<file path="src/rtl/sram_1rw_arbiter.sv">
// sram_1rw_arbiter: merges a read and a write requester onto one 1RW array port via a one-entry write buffer
//   clock/reset_n                      : rising-edge clock, async active-low reset
//   rreq_valid/rreq_ready/rreq_addr    : read request channel
//   rresp_valid/rresp_data             : read response, 1 cycle after accept, no backpressure
//   wreq_valid/wreq_ready/wreq_addr/wreq_data : write request channel
//   sram_en/wmode/addr/wmask/wdata/rdata      : array port, rdata valid the cycle after a read enable
//   idle                               : no buffered write and no response pending
module sram_1rw_arbiter #(
  parameter int ADDR_W     = 2,
  parameter int DATA_W     = 334,
  parameter int STARVE_MAX = 3
) (
  input  logic              clock,
  input  logic              reset_n,
  input  logic              rreq_valid,
  output logic              rreq_ready,
  input  logic [ADDR_W-1:0] rreq_addr,
  output logic              rresp_valid,
  output logic [DATA_W-1:0] rresp_data,
  input  logic              wreq_valid,
  output logic              wreq_ready,
  input  logic [ADDR_W-1:0] wreq_addr,
  input  logic [DATA_W-1:0] wreq_data,
  output logic              sram_en,
  output logic              sram_wmode,
  output logic [ADDR_W-1:0] sram_addr,
  output logic              sram_wmask,
  output logic [DATA_W-1:0] sram_wdata,
  input  logic [DATA_W-1:0] sram_rdata,
  output logic              idle
);
  localparam int SW = (STARVE_MAX < 1) ? 1 : $clog2(STARVE_MAX + 1);
  typedef enum logic [1:0] {ACT_IDLE, ACT_READ, ACT_DRAIN} act_t;
  act_t              act;
  logic              wbuf_valid;
  logic [ADDR_W-1:0] wbuf_addr;
  logic [DATA_W-1:0] wbuf_data;
  logic [SW-1:0]     starve;
  logic              fwd_sel;
  logic [DATA_W-1:0] fwd_data;
  logic              force_drain, hit, rd_acc, wr_acc;
  always_comb begin
    force_drain = wbuf_valid && starve == SW'(STARVE_MAX);
    hit         = wbuf_valid && rreq_addr == wbuf_addr;
    rd_acc      = reset_n && rreq_valid && !force_drain;
    // a hit read never touches the array: the port commits the buffer instead and the data is forwarded
    act         = !reset_n ? ACT_IDLE :
                  (rd_acc && !hit) ? ACT_READ :
                  (rd_acc || wbuf_valid) ? ACT_DRAIN : ACT_IDLE;
    rreq_ready  = !force_drain;
    wreq_ready  = !wbuf_valid || act == ACT_DRAIN;
    wr_acc      = wreq_valid && wreq_ready;
    sram_en     = act != ACT_IDLE;
    sram_wmode  = act == ACT_DRAIN;
    sram_wmask  = act == ACT_DRAIN;
    sram_addr   = (act == ACT_READ) ? rreq_addr : (act == ACT_DRAIN) ? wbuf_addr : '0;
    sram_wdata  = (act == ACT_DRAIN) ? wbuf_data : '0;
    rresp_data  = fwd_sel ? fwd_data : sram_rdata;
    idle        = !wbuf_valid && !rresp_valid;
  end
  always_ff @(posedge clock or negedge reset_n) begin
    if (!reset_n) begin
      wbuf_valid  <= 1'b0;
      starve      <= '0;
      rresp_valid <= 1'b0;
      fwd_sel     <= 1'b1;
      fwd_data    <= '0;
    end else begin
      wbuf_valid  <= wr_acc || (wbuf_valid && act != ACT_DRAIN);
      starve      <= (act == ACT_DRAIN) ? '0 :
                     (wbuf_valid && act == ACT_READ && starve != SW'(STARVE_MAX)) ? starve + SW'(1) : starve;
      rresp_valid <= rd_acc;
      if (rd_acc) fwd_sel <= hit;
      if (rd_acc && hit) fwd_data <= wbuf_data;
    end
  end
  // buffer payload is qualified by wbuf_valid, so it needs no reset
  always_ff @(posedge clock) begin
    if (wr_acc) begin
      wbuf_addr <= wreq_addr;
      wbuf_data <= wreq_data;
    end
  end
endmodule

</file>
<file path="config.mk">
export PLATFORM = sky130hd
export DESIGN_NAME = sram_1rw_arbiter
export DESIGN_NICKNAME = d
export VERILOG_FILES = /design/src/rtl/sram_1rw_arbiter.sv
export SDC_FILE = /design/constraint.sdc
export NUM_CORES = 1
export LEC_CHECK = 0
export CAP_MARGIN = 15
export CORE_AREA = 2 2 521 523
export CTS_CLUSTER_SIZE = 40
export DETAILED_ROUTE_END_ITERATION = 7
export DIE_AREA = 0 0 523 525
export SKIP_CTS_REPAIR_TIMING = 1
export SLEW_MARGIN = 15
export SYNTH_ARGS = -nofsm -noshare
export SYNTH_HDL_FRONTEND = slang
export SYNTH_SLANG_ARGS = --single-unit
export TNS_END_PERCENT = 5
</file>
<file path="constraint.sdc">
create_clock -name clock -period 22.5 [get_ports clock]
set_input_delay 3.375 -clock clock [delete_from_list [all_inputs] [get_ports clock]]
set_output_delay 3.375 -clock clock [all_outputs]
set_load 0.02 [all_outputs]
</file>
==> results.md <==
* Vias at around 23,000
* Relative slew slack at 0.302
* Largest net degree at the start of global routing at around 120
* Syn Area/Cell at about 16 µm²
* Final #Nets at 3,860
* Final WL at 188 mm
* Final Non-Filler Cells at between 6,000 and 7,000
* Post-synth ARST share at 0.502
* RSZ-0062 raised after global routing: no
* Tmin final at between 10 and 15 ns
* Critical-path cell list: clkdlybuf4s50_1 > xnor2_1 > a21oi_4 > buf_4 > buf_4 > buf_4 > nor3b_1 > clkdlybuf4s50_1
* Post-synth EDFFs at ~340
* Inst Count DP at between 6,000 and 7,000
* Die width at ~520 µm
* Post-DP HPWL at about 160 mm
* Initial antenna violation count at 193
* GRT Total Usage at 0.132
* HP Start: fwd_data[229]$_DFFE_PN0P_
* GRT Residual Overflow at 0
* CTS tree: done
* Dpl ws at between 10 and 15 ns
* Yosys Warn Count at 0
* Element type at the critical path end: output pin
* CTS buffer count at 84
* Status: finished clean
* Synth Instances at between 1,500 and 2,000
* R2r setup slk at 17.62 ns
* Worst-path clk slew at ~0.060 ns
* Post-route setup slack at 11.68 ns
* CP max FO at 77
* Register share of total power at 0.428
* Main synth FF type: dfrtp_1
* Sum Neg Setup Slack at 0 ns
* Clk root buf: clkbuf_16
* Net switching power at approximately 1.4 mW
* Final hold vios at 0
* Skew-Pair Late Insertion Delay at 0.72 ns
* Vias per cell at between 3 and 4
* R2r worst-path depth at 6
* # rows at about 190
* Synth Cell Area at 29,500 µm²
* Clock group share of total power at 0.308
* Sequential cell area at 18,600 µm²
* Peak supply drop at slightly above 50 µV
* Hold Path Class: register to register
* Worst endpoint data arrival time at ~7.5 ns
* Sequential-to-total area share from yosys stat at 0.629
* Critical Path RT at 19.12 ns
* DIE AREA at about 270,000 µm²
* # clock sinks at 675
* Number of setup violations in the final report at 0
* Pre-antenna DRT Iters at 5
* Clock Skew at about 0.027 ns
* Area delta synth->final at 69.2%
* Core area at between 200,000 and 300,000 µm²
* End of the worst hold path: fwd_data[229]$_DFFE_PN0P_
* Slew @ Worst Pin at 1.05 ns
* Area of the multi-input gates at about 10,000 µm²
* Vias in the first global route at ~24,000
* Slew Viols, Final at 0
* First-pass GRT wire length at about 240 mm
* Switching Share at 0.321
* Drc violations at 0
* Slowest cell on crit path: nor3b_1
* Port buffer count at around 1,400
* R2R Path Start: wbuf_valid$_DFF_PN0_
* Crit-path most repeated cell: buf_4
* Max-Cap Viols at 0
* Wire per inst at 27.5 µm
* Top Ports at approximately 1,400
* Power per cell area at 88.9 nW/µm²
* Synth cell types at 30
* Fill cell count at 29,100
* FF-to-FF End: fwd_data[290]$_DFFE_PN0P_
* CTS Buffer Depth at 3
* FF+latch count, synth at 675
* Combinational power share at 0.264
* Setup CP Type: input port to output pin
* Internal at around 3.0 mW
* Final Wtd Congestion at around 0.87
* DRT iter0 DRCs at about 1,600
* Period utilization at 0.481
* Layout cells sized above 1 at 0.226
* Die Y at between 500 and 600 µm
* Startpoint type of the worst setup path: input port
* P_leak at ~17 nW
* Fmax at slightly above 90 MHz
* Synth Net Count at roughly 2,500
* Hold Path Depth at 1
* Antenna viol nets, final at 0
* Initial Utilization at 0.110
* H-tree depth at 3
* Largest stage delay on the critical path at about 0.95 ns
==> cell families after synthesis <==
logic type	Yosys count	share of synthesized area
DFF	675	0.629
muxes	668	0.255
buffers and inverters	154	0.0250
adders and majority gates	1	0.000424
xor gates and xnor gates	2	0.000593
AOI/OAI and AO/OA	11	0.00280
and+or+nand+nor	349	0.0874
==> worst max-delay path: cells and delay by family <==
kind                   cells  cell delay [ns]
XOR/XNOR                   1             0.44
buffers and inverters      5             2.39
AO/OA/AOI/OAI              1             0.10
AND/OR/NAND/NOR            1             0.95
==> worst max-delay path by stage <==
stage | start | end | slack, ns | depth (start not counted)
final | rreq_addr[0] | sram_wdata[0] | 11.68 | 8
after global routing | rreq_addr[0] | sram_wdata[312] | 11.56 | 9
after detailed placement | rreq_addr[0] | sram_wdata[0] | 11.82 | 8
after floorplan | rreq_addr[1] | wbuf_addr[0]$_DFFE_PP_ | 0.94 | 5
after CTS | rreq_addr[0] | sram_wdata[0] | 11.81 | 8
after global placement | reset_n | sram_wdata[127] | 11.41 | 8
==> synthesized netlist by cell type (all sizes together) (2+ instances only) <==
master	instances	share of area
mux2	668	0.25
dfrtp	338	0.29
edfxtp	336	0.34
nor3b	334	0.085
buf	86	0.016
clkbuf	64	0.0081
nor2	6	0.00076
inv	4	0.00051
nand2	4	0.00051
a32oi	2	0.00059
xnor2	2	0.00059
==> registers in the layout, indices dropped and copies added (netlist names) <==
signal / flops
fwd_data: 334
wbuf_data: 334
starve: 2
wbuf_addr: 2
fwd_sel: 1
rresp_valid: 1
wbuf_valid: 1
==> stage by stage <==
stage / hold WS, ns / utilization / instance area, µm² / power [mW]
2_1_floorplan: 0.452 / - / 29500 / 2.42
3_3_place_gp: 0.461 / 0.175 / 47100 / 3.09
3_5_place_dp: 0.469 / 0.175 / 47100 / 3.11
4_1_cts: 0.485 / 0.185 / 49900 / 4.53
5_1_grt: 0.497 / 0.185 / 49900 / 4.64
6_report: 0.482 / 0.185 / 50000 / 4.44
==> routing by layer <==
metal	GRT usage	vias up	wire, µm
li1	-	9657	-
met4	0.0443	28	6050
met5	0	-	186
met1	0.171	11700	80400
met3	0.0409	312	18100
met2	0.207	1540	83500
==> placed cells by master (no fill, tap or decap), types with 2 or more instances in the layout <==
cell / n
clkbuf_1: 19
dfrtp_1: 338
clkinv_1: 8
buf_4: 33
edfxtp_1: 336
diode_2: 31
xnor2_1: 2
clkinv_8: 2
nor2_1: 6
clkbuf_8: 11
nand2_1: 3
a32oi_1: 2
buf_12: 2
clkinvlp_4: 9
bufinv_16: 3
mux2_2: 564
inv_1: 4
mux2_1: 104
clkinv_2: 11
inv_16: 2
clkdlybuf4s50_1: 1351
clkinv_16: 2
inv_6: 2
nor3b_1: 332
clkbuf_16: 84
nor3b_2: 2
==> area by class of cell <==
cell class              instances  share of cell area
clock buffers                 114              0.0465
multi-input cells            1031               0.205
clock inverters                40             0.00804
diodes                         31             0.00155
repair buffers               1387               0.277
well taps                    3570              0.0894
flip-flops and latches        675               0.372
inverters                       4            0.000301
==> power groups by stage <==
stage	clock [mW]	sequential, mW	combinational, mW
6_report	1.37	1.90	1.17
3_3_place_gp	0	1.93	1.16
3_5_place_dp	0	1.93	1.18
5_1_grt	1.46	1.94	1.24
4_1_cts	1.42	1.92	1.19
2_1_floorplan	0	1.74	0.682
No activity file was read; power rests on OpenSTA's default activity.
